$ cat src/rtl/uart_ctrl_pkg.sv
// Shared opcode values and FSM state encoding for the UART command controller.
package uart_ctrl_pkg;

  localparam logic [7:0] OPC_WRITE   = 8'hAA;
  localparam logic [7:0] OPC_READ    = 8'hBB;
  localparam logic [7:0] OPC_ALU_OP  = 8'hCC;
  localparam logic [7:0] OPC_ALU_NOP = 8'hDD;

  localparam logic [3:0] S_IDLE       = 4'd0;
  localparam logic [3:0] S_WR_ADDR    = 4'd1;
  localparam logic [3:0] S_WR_DATA    = 4'd2;
  localparam logic [3:0] S_RD_ADDR    = 4'd3;
  localparam logic [3:0] S_RD_WAIT    = 4'd4;
  localparam logic [3:0] S_OP_A       = 4'd5;
  localparam logic [3:0] S_OP_B       = 4'd6;
  localparam logic [3:0] S_ALU_FUN    = 4'd7;
  localparam logic [3:0] S_ALU_WAIT   = 4'd8;
  localparam logic [3:0] S_TX_LOAD    = 4'd9;
  localparam logic [3:0] S_TX_WAIT_HI = 4'd10;
  localparam logic [3:0] S_TX_WAIT_LO = 4'd11;

endpackage

$ cat src/rtl/uart_tx_seq.sv
// Sends a 1- or 2-byte burst (LSB first) to the UART transmitter, one Tx_valid pulse per byte.
// Each byte waits for Busy low, then for Busy to rise and fall again; done_o pulses after the last byte.
module uart_tx_seq
  import uart_ctrl_pkg::*;
#(
  parameter int width = 8
) (
  input  logic               clk_i,
  input  logic               rst_ni,
  input  logic               start_i,
  input  logic               two_bytes_i,
  input  logic [2*width-1:0] data_i,
  input  logic               busy_i,
  output logic [width-1:0]   tx_data_o,
  output logic               tx_valid_o,
  output logic               done_o
);

  logic [3:0]       state_q, state_d;
  logic             idx_q, idx_d;
  logic             two_q, two_d;
  logic [width-1:0] tx_data_q, tx_data_d;
  logic             tx_valid_q, tx_valid_d;
  logic             done_q, done_d;

  always_comb begin
    state_d    = state_q;
    idx_d      = idx_q;
    two_d      = two_q;
    tx_data_d  = tx_data_q;
    tx_valid_d = 1'b0;
    done_d     = 1'b0;
    case (state_q)
      S_IDLE: begin
        if (start_i) begin
          idx_d   = 1'b0;
          two_d   = two_bytes_i;
          state_d = S_TX_LOAD;
        end
      end
      S_TX_LOAD: begin
        if (!busy_i) begin
          tx_data_d  = idx_q ? data_i[2*width-1:width] : data_i[width-1:0];
          tx_valid_d = 1'b1;
          state_d    = S_TX_WAIT_HI;
        end
      end
      S_TX_WAIT_HI: begin
        if (busy_i) state_d = S_TX_WAIT_LO;
      end
      S_TX_WAIT_LO: begin
        if (!busy_i) begin
          if (two_q && !idx_q) begin
            idx_d   = 1'b1;
            state_d = S_TX_LOAD;
          end else begin
            done_d  = 1'b1;
            state_d = S_IDLE;
          end
        end
      end
      default: state_d = S_IDLE;
    endcase
  end

  always_ff @(posedge clk_i or negedge rst_ni) begin
    if (!rst_ni) begin
      state_q    <= S_IDLE;
      idx_q      <= 1'b0;
      two_q      <= 1'b0;
      tx_data_q  <= '0;
      tx_valid_q <= 1'b0;
      done_q     <= 1'b0;
    end else begin
      state_q    <= state_d;
      idx_q      <= idx_d;
      two_q      <= two_d;
      tx_data_q  <= tx_data_d;
      tx_valid_q <= tx_valid_d;
      done_q     <= done_d;
    end
  end

  assign tx_data_o  = tx_data_q;
  assign tx_valid_o = tx_valid_q;
  assign done_o     = done_q;

endmodule

$ cat src/rtl/uart_cmd_ctrl.sv
// Decodes UART command frames into register-file writes/reads and ALU operations, returning results over TX.
// Strobes fire the cycle after the completing frame; frames arriving while waiting on RF, ALU or TX are dropped.
module uart_cmd_ctrl
  import uart_ctrl_pkg::*;
#(
  parameter int width  = 8,
  parameter int ADDR_W = 4
) (
  input  logic               CLK,
  input  logic               Reset,
  input  logic [width-1:0]   Rx_out,
  input  logic               Rx_valid,
  input  logic               Parity_error,
  input  logic               stop_error,
  output logic [width-1:0]   TX_Data,
  output logic               Tx_valid,
  input  logic               Busy,
  output logic [ADDR_W-1:0]  RF_Addr,
  output logic               RF_WrEn,
  output logic               RF_RdEn,
  output logic [width-1:0]   RF_WrData,
  input  logic [width-1:0]   RF_RdData,
  input  logic               RF_RdData_valid,
  output logic               ALU_EN,
  output logic [3:0]         ALU_FUN,
  input  logic [2*width-1:0] ALU_OUT,
  input  logic               ALU_OUT_valid
);

  logic [3:0]         state_q, state_d;
  logic [ADDR_W-1:0]  addr_q, addr_d;
  logic [width-1:0]   wrdata_q, wrdata_d;
  logic               wren_q, wren_d, rden_q, rden_d;
  logic               alu_en_q, alu_en_d;
  logic [3:0]         alu_fun_q, alu_fun_d;
  logic [2*width-1:0] result_q, result_d;
  logic               two_q, two_d, start_q, start_d;
  logic               tx_done;
  logic               frame_ok, frame_bad;

  assign frame_ok  = Rx_valid && !Parity_error && !stop_error;
  assign frame_bad = Rx_valid && (Parity_error || stop_error);

  always_comb begin
    state_d   = state_q;
    addr_d    = addr_q;
    wrdata_d  = wrdata_q;
    wren_d    = 1'b0;
    rden_d    = 1'b0;
    alu_en_d  = alu_en_q;
    alu_fun_d = alu_fun_q;
    result_d  = result_q;
    two_d     = two_q;
    start_d   = 1'b0;
    case (state_q)
      S_IDLE: begin
        if (frame_ok) begin
          if (Rx_out == width'(OPC_WRITE))        state_d = S_WR_ADDR;
          else if (Rx_out == width'(OPC_READ))    state_d = S_RD_ADDR;
          else if (Rx_out == width'(OPC_ALU_OP))  state_d = S_OP_A;
          else if (Rx_out == width'(OPC_ALU_NOP)) state_d = S_ALU_FUN;
        end
      end
      S_WR_ADDR: begin
        if (frame_ok) begin
          addr_d  = Rx_out[ADDR_W-1:0];
          state_d = S_WR_DATA;
        end else if (frame_bad) state_d = S_IDLE;
      end
      S_WR_DATA: begin
        if (frame_ok) begin
          wrdata_d = Rx_out;
          wren_d   = 1'b1;
          state_d  = S_IDLE;
        end else if (frame_bad) state_d = S_IDLE;
      end
      S_RD_ADDR: begin
        if (frame_ok) begin
          addr_d  = Rx_out[ADDR_W-1:0];
          rden_d  = 1'b1;
          state_d = S_RD_WAIT;
        end else if (frame_bad) state_d = S_IDLE;
      end
      S_RD_WAIT: begin
        if (RF_RdData_valid) begin
          result_d = {{width{1'b0}}, RF_RdData};
          two_d    = 1'b0;
          start_d  = 1'b1;
          state_d  = S_TX_LOAD;
        end
      end
      // Operands land at fixed addresses 0 and 1 where the ALU picks them up.
      S_OP_A, S_OP_B: begin
        if (frame_ok) begin
          addr_d   = (state_q == S_OP_A) ? '0 : ADDR_W'(1);
          wrdata_d = Rx_out;
          wren_d   = 1'b1;
          state_d  = (state_q == S_OP_A) ? S_OP_B : S_ALU_FUN;
        end else if (frame_bad) state_d = S_IDLE;
      end
      S_ALU_FUN: begin
        if (frame_ok) begin
          alu_fun_d = Rx_out[3:0];
          alu_en_d  = 1'b1;
          state_d   = S_ALU_WAIT;
        end else if (frame_bad) state_d = S_IDLE;
      end
      S_ALU_WAIT: begin
        if (ALU_OUT_valid) begin
          alu_en_d = 1'b0;
          result_d = ALU_OUT;
          two_d    = 1'b1;
          start_d  = 1'b1;
          state_d  = S_TX_LOAD;
        end
      end
      // The load/wait-high/wait-low sub-steps live in uart_tx_seq; here we just wait for its done.
      S_TX_LOAD: begin
        if (tx_done) state_d = S_IDLE;
      end
      default: state_d = S_IDLE;
    endcase
  end

  always_ff @(posedge CLK or negedge Reset) begin
    if (!Reset) begin
      state_q   <= S_IDLE;
      addr_q    <= '0;
      wrdata_q  <= '0;
      wren_q    <= 1'b0;
      rden_q    <= 1'b0;
      alu_en_q  <= 1'b0;
      alu_fun_q <= '0;
      result_q  <= '0;
      two_q     <= 1'b0;
      start_q   <= 1'b0;
    end else begin
      state_q   <= state_d;
      addr_q    <= addr_d;
      wrdata_q  <= wrdata_d;
      wren_q    <= wren_d;
      rden_q    <= rden_d;
      alu_en_q  <= alu_en_d;
      alu_fun_q <= alu_fun_d;
      result_q  <= result_d;
      two_q     <= two_d;
      start_q   <= start_d;
    end
  end

  uart_tx_seq #(.width(width)) u_tx_seq (
    .clk_i       (CLK),
    .rst_ni      (Reset),
    .start_i     (start_q),
    .two_bytes_i (two_q),
    .data_i      (result_q),
    .busy_i      (Busy),
    .tx_data_o   (TX_Data),
    .tx_valid_o  (Tx_valid),
    .done_o      (tx_done)
  );

  assign RF_Addr   = addr_q;
  assign RF_WrEn   = wren_q;
  assign RF_RdEn   = rden_q;
  assign RF_WrData = wrdata_q;
  assign ALU_EN    = alu_en_q;
  assign ALU_FUN   = alu_fun_q;

endmodule
$ cat config.mk
export PLATFORM = sky130hd
export DESIGN_NAME = uart_cmd_ctrl
export DESIGN_NICKNAME = d
export VERILOG_FILES = /design/src/rtl/uart_ctrl_pkg.sv /design/src/rtl/uart_tx_seq.sv /design/src/rtl/uart_cmd_ctrl.sv
export SDC_FILE = /design/constraint.sdc
export NUM_CORES = 1
export LEC_CHECK = 0
export ABC_CLOCK_PERIOD_IN_PS = 2300
export CAP_MARGIN = 20
export CORE_MARGIN = 3
export CORE_UTILIZATION = 49
export DETAILED_ROUTE_END_ITERATION = 8
export HOLD_SLACK_MARGIN = 0.06
export PLACE_DENSITY = 0.87
export SLEW_MARGIN = 20
export SYNTH_ARGS = -nofsm -noshare
export SYNTH_HDL_FRONTEND = slang
export SYNTH_HIERARCHICAL = 1
export SYNTH_SLANG_ARGS = --single-unit
export TNS_END_PERCENT = 1
$ cat constraint.sdc
create_clock -name CLK -period 2.3 [get_ports CLK]
set_clock_uncertainty 0.15 [all_clocks]
set_input_delay 0.69 -clock CLK [delete_from_list [all_inputs] [get_ports CLK]]
set_output_delay 0.69 -clock CLK [all_outputs]
set_load 0.01 [all_outputs]
==> qor.log <==
[clock_network] CTS clock-pin slew for the worst setup and hold paths 0.10 ns
[timing] f_max 449 MHz
[synth] area share of and/or/nand/nor cells after synthesis 14.8%
[floorplan] width of the die 79.8 µm
[placement] final RePlAce weighted congestion 0.903
[cells_and_area] final design instance area without fill 3630 µm²
[worst_setup_path] CP cell instances clkdlybuf4s50_1, or3b_4, or3_4, mux2_4
[global_routing] number of global-route vias before repair 1999
[worst_setup_path] buffering stage count on the worst path with inverters included 1
[timing] number of pins with negative max-slew slack in the final report 0
[timing] Worst Tran Pin Value 0.518 ns
[route] wire per inst 15.6 µm
[synth] Mapped Area 2670 µm²
[timing] minimum setup slack in the final design 0.0735 ns
[synth] count of flip-flops with a built-in enable after synthesis 0
[worst_setup_path] startpoint types input port
[synth] Mapped Nets 268
[synth] compound-cell area share of the yosys netlist 12.8%
[clock_network] TritonCTS clock tree yes
[timing] share of the cycle needed by the critical path after routing 96.8%
[worst_setup_path] cell family with most CP delay simple AND/OR/NAND/NOR gates
[clock_network] post-cts hold buffer count 0
[global_routing] global-route usage over all layers 19.1%
[placement] area after detailed placement 3520 µm²
[worst_setup_path] crit path kind in2reg
[placement] port bufs 67
[power_and_ir_drop] total leakage power 1.60 nW
[timing] final count of hold timing violations 0
[synth] xor and xnor area share after synthesis 1.31%
[synth] Async SR Flop Fraction 100%
[clock_network] clock insertion delay at the later pin of the skew report 0.32 ns
[clock_network] setup repair bufs after CTS 0
[floorplan] vertical die dimension 79.8 µm
[clock_network] CTS sink count 56
[power_and_ir_drop] IR Drop Worst-Case VDD 440 µV
[cells_and_area] area grow syn2layout 35.8%
[worst_setup_path] nature of the critical path endpoint flip-flop
[floorplan] count of pins on the block boundary 68
[power_and_ir_drop] Pwr Density 1040 nW/µm²
[timing] unrepaired setup endpoints after global routing no
[placement] pre-CTS setup slack -0.305 ns
[worst_setup_path] worst endpoint data arrival time 2.28 ns
[timing] final-report setup violation count 0
[synth] mux cell area share after synthesis 14.5%
[clock_network] number of CTS-inserted buffers 5
[synth] mean post-synth cell area 11.7 µm²
[synth] number of warnings reported in the yosys synthesis log 6
[route] DR pass1 iterations 4
[global_routing] largest net degree at the start of global routing 27
[route] remaining design rule violation count 0
[job] # Max-Cap Violations 0
[timing] Slew Limit Headroom 65.5%
[cells_and_area] Reg area 1400 µm²
[floorplan] Die Footprint 6370 µm²
[min_path] worst hold-check path type in2async
[status] run status completed
[synth] count of cell types in the netlist 51
[route] initial drt markers 122
[synth] post-synthesis sequential area ratio 52.5%
[route] number of vias after detailed routing 2061
[clock_network] H-tree lvl count 2
[route] number of routed nets with antenna violations 0
[worst_setup_path] data required time of the worst path 2.35 ns
[synth] Seq cells post-synth 56
[timing] shortest clock period the worst path allows after layout 2.23 ns
[synth] leading register cell type out of synthesis sky130_fd_sc_hd__dfrtp_1
[floorplan] Starting Density 51.3%
[synth] Adder-Cell Fraction of Synth Area 0%
[clock_network] maximum clock path buffer count 2
[worst_setup_path] Max stage delay on crit path 0.44 ns
[cells_and_area] NumNets Final 349
[cells_and_area] multi-input combinational cell area 1190 µm²
[floorplan] row cnt 26
[cells_and_area] Ant. Diodes 0
[synth] largest family of logic cells by synthesized area simple AND/OR/NAND/NOR gates
[cells_and_area] fill cell instance count of the final layout 364
[global_routing] grt total ovfl 0
[cells_and_area] share of layout cells above drive strength 1 20.4%
[clock_network] library cell used as clock root buffer sky130_fd_sc_hd__clkbuf_8
[route] total wirelength of the detailed-routed design 5920 µm
[floorplan] Core Region 5200 µm²
[worst_setup_path] CP Max Fanout 4
[global_routing] first-pass GRT wire length 9470 µm
[synth] instance count of the mapped netlist 228
[placement] estimated wirelength of the detail-placed design 4450 µm
[global_routing] antenna violations before repair 0
[route] detailed-route vias per instance 5.44
[worst_setup_path] slowest stage cell, crit path sky130_fd_sc_hd__or3b_4
## final cells by class
class | instances | area share (%)
clock buffers | 5 | 1.90
multi-input cells | 154 | 32.7
repair buffers | 88 | 23.5
inverters | 4 | 0.414
flip-flops and latches | 56 | 38.6
well taps | 70 | 2.42
clock inverters | 2 | 0.449
## synthesized netlist by cell type (2+ instances only)
cell,instances,share of area [%]
sky130_fd_sc_hd__dfrtp_1,56,52
sky130_fd_sc_hd__mux2i_1,18,6.7
sky130_fd_sc_hd__nand2_1,17,2.4
sky130_fd_sc_hd__o21ai_0,17,3.2
sky130_fd_sc_hd__mux2_2,13,5.5
sky130_fd_sc_hd__a21oi_1,10,1.9
sky130_fd_sc_hd__nor2_1,10,1.4
sky130_fd_sc_hd__a22o_1,8,2.6
sky130_fd_sc_hd__buf_2,8,1.5
sky130_fd_sc_hd__inv_1,4,0.56
sky130_fd_sc_hd__mux2_4,4,2.2
sky130_fd_sc_hd__nand2b_1,4,0.94
sky130_fd_sc_hd__a21o_1,3,0.84
sky130_fd_sc_hd__clkbuf_1,3,0.42
sky130_fd_sc_hd__nand3b_1,3,0.84
sky130_fd_sc_hd__nor2b_1,3,0.70
sky130_fd_sc_hd__or2_2,3,0.70
sky130_fd_sc_hd__xor2_1,3,0.98
sky130_fd_sc_hd__a211oi_1,2,0.56
sky130_fd_sc_hd__a22oi_1,2,0.56
sky130_fd_sc_hd__buf_6,2,0.84
sky130_fd_sc_hd__nand4_1,2,0.47
sky130_fd_sc_hd__nand4bb_1,2,0.84
sky130_fd_sc_hd__nor3b_1,2,0.56
sky130_fd_sc_hd__nor4_1,2,0.47
sky130_fd_sc_hd__nor4b_1,2,0.66
## routing by layer
metal  GRT usage, %  vias up  part of all wire, %
met5              0        -                    0
met4           6.08        0                  2.0
met3           3.39       10                  4.2
met2           32.0       58                   51
met1           25.3     1014                   43
li1               -      979                    -
## layout by cell type (no fill, tap or decap), types with 3 or more instances in the layout
| cell type | netlist | routed |
|---|---|---|
| sky130_fd_sc_hd__a21o_1 | 3 | 3 |
| sky130_fd_sc_hd__a21oi_1 | 10 | 10 |
| sky130_fd_sc_hd__a22o_1 | 8 | 8 |
| sky130_fd_sc_hd__buf_4 | 0 | 19 |
| sky130_fd_sc_hd__clkbuf_8 | 0 | 5 |
| sky130_fd_sc_hd__clkdlybuf4s50_1 | 0 | 65 |
| sky130_fd_sc_hd__dfrtp_1 | 56 | 56 |
| sky130_fd_sc_hd__inv_1 | 4 | 4 |
| sky130_fd_sc_hd__mux2_2 | 13 | 13 |
| sky130_fd_sc_hd__mux2_4 | 4 | 4 |
| sky130_fd_sc_hd__mux2i_1 | 18 | 18 |
| sky130_fd_sc_hd__nand2_1 | 17 | 17 |
| sky130_fd_sc_hd__nand2b_1 | 4 | 4 |
| sky130_fd_sc_hd__nand3b_1 | 3 | 3 |
| sky130_fd_sc_hd__nor2_1 | 10 | 10 |
| sky130_fd_sc_hd__nor2b_1 | 3 | 3 |
| sky130_fd_sc_hd__o21ai_0 | 17 | 17 |
| sky130_fd_sc_hd__or2_2 | 3 | 3 |
| sky130_fd_sc_hd__xor2_1 | 3 | 3 |
## registers in the layout (all words and copies together), names as in the netlist, 3 cells and up
register and cells:
state_q 4, RF_Addr 4, RF_WrData 8, ALU_FUN 4, result_q 16, u_tx_seq/state_q 3, u_tx_seq/tx_data_o 8
## metrics by stage
step	total power, mW	utilization [%]	hold WS, ns	setup TNS [ns]	cells
floorplan	2.50	-	0.244	0	228
global placement	3.17	67.6	0.305	-3.52	372
detailed placement	3.23	67.6	0.321	-4.64	372
CTS	3.76	69.2	0.204	0	379
global route	4.01	69.7	0.203	0	379
finish	3.77	69.7	0.178	0	379
## worst paths after layout
check / startpoint / end / slack, ns / depth (start not counted)
min in group CLK: result_q[6]$_DFFE_PN0P_ / result_q[6]$_DFFE_PN0P_ / 0.34 / 2
hold reg to reg: result_q[6]$_DFFE_PN0P_ / result_q[6]$_DFFE_PN0P_ / 0.34 / 2
setup / recovery: Parity_error / RF_Addr[1]$_DFFE_PN0P_ / 0.07 / 4
hold / removal: Reset / u_tx_seq/tx_valid_o$_DFF_PN0_ / 0.18 / 1
setup reg to reg: state_q[0]$_DFFE_PN0P_ / state_q[1]$_DFFE_PN0P_ / 0.31 / 4
max in group asynchronous: Reset / RF_RdEn$_DFF_PN0_ / 1.24 / 2
## kinds of logic after synthesis
logic type / count (synthesis)
muxes: 35
AOI/OAI and AO/OA: 51
DFF: 56
buffers and inverters: 18
and+or+nand+nor: 64
xor gates and xnor gates: 4
## what timing repair did
action / CTS / global route
endpoints found under the hold margin: 0 / 0
resized for setup: 0 / 4
setup endpoints to repair: 0 / 3
## where the power goes
| group | internal, mW | total [mW] | switching, mW | leakage (nW) |
|---|---|---|---|---|
| Sequential | 1.33 | 1.64 | 0.306 | 0.734 |
| Combinational | 0.930 | 1.60 | 0.672 | 0.822 |
| Clock | 0.213 | 0.533 | 0.320 | 0.0406 |
Power figures use the tool's default switching activity.
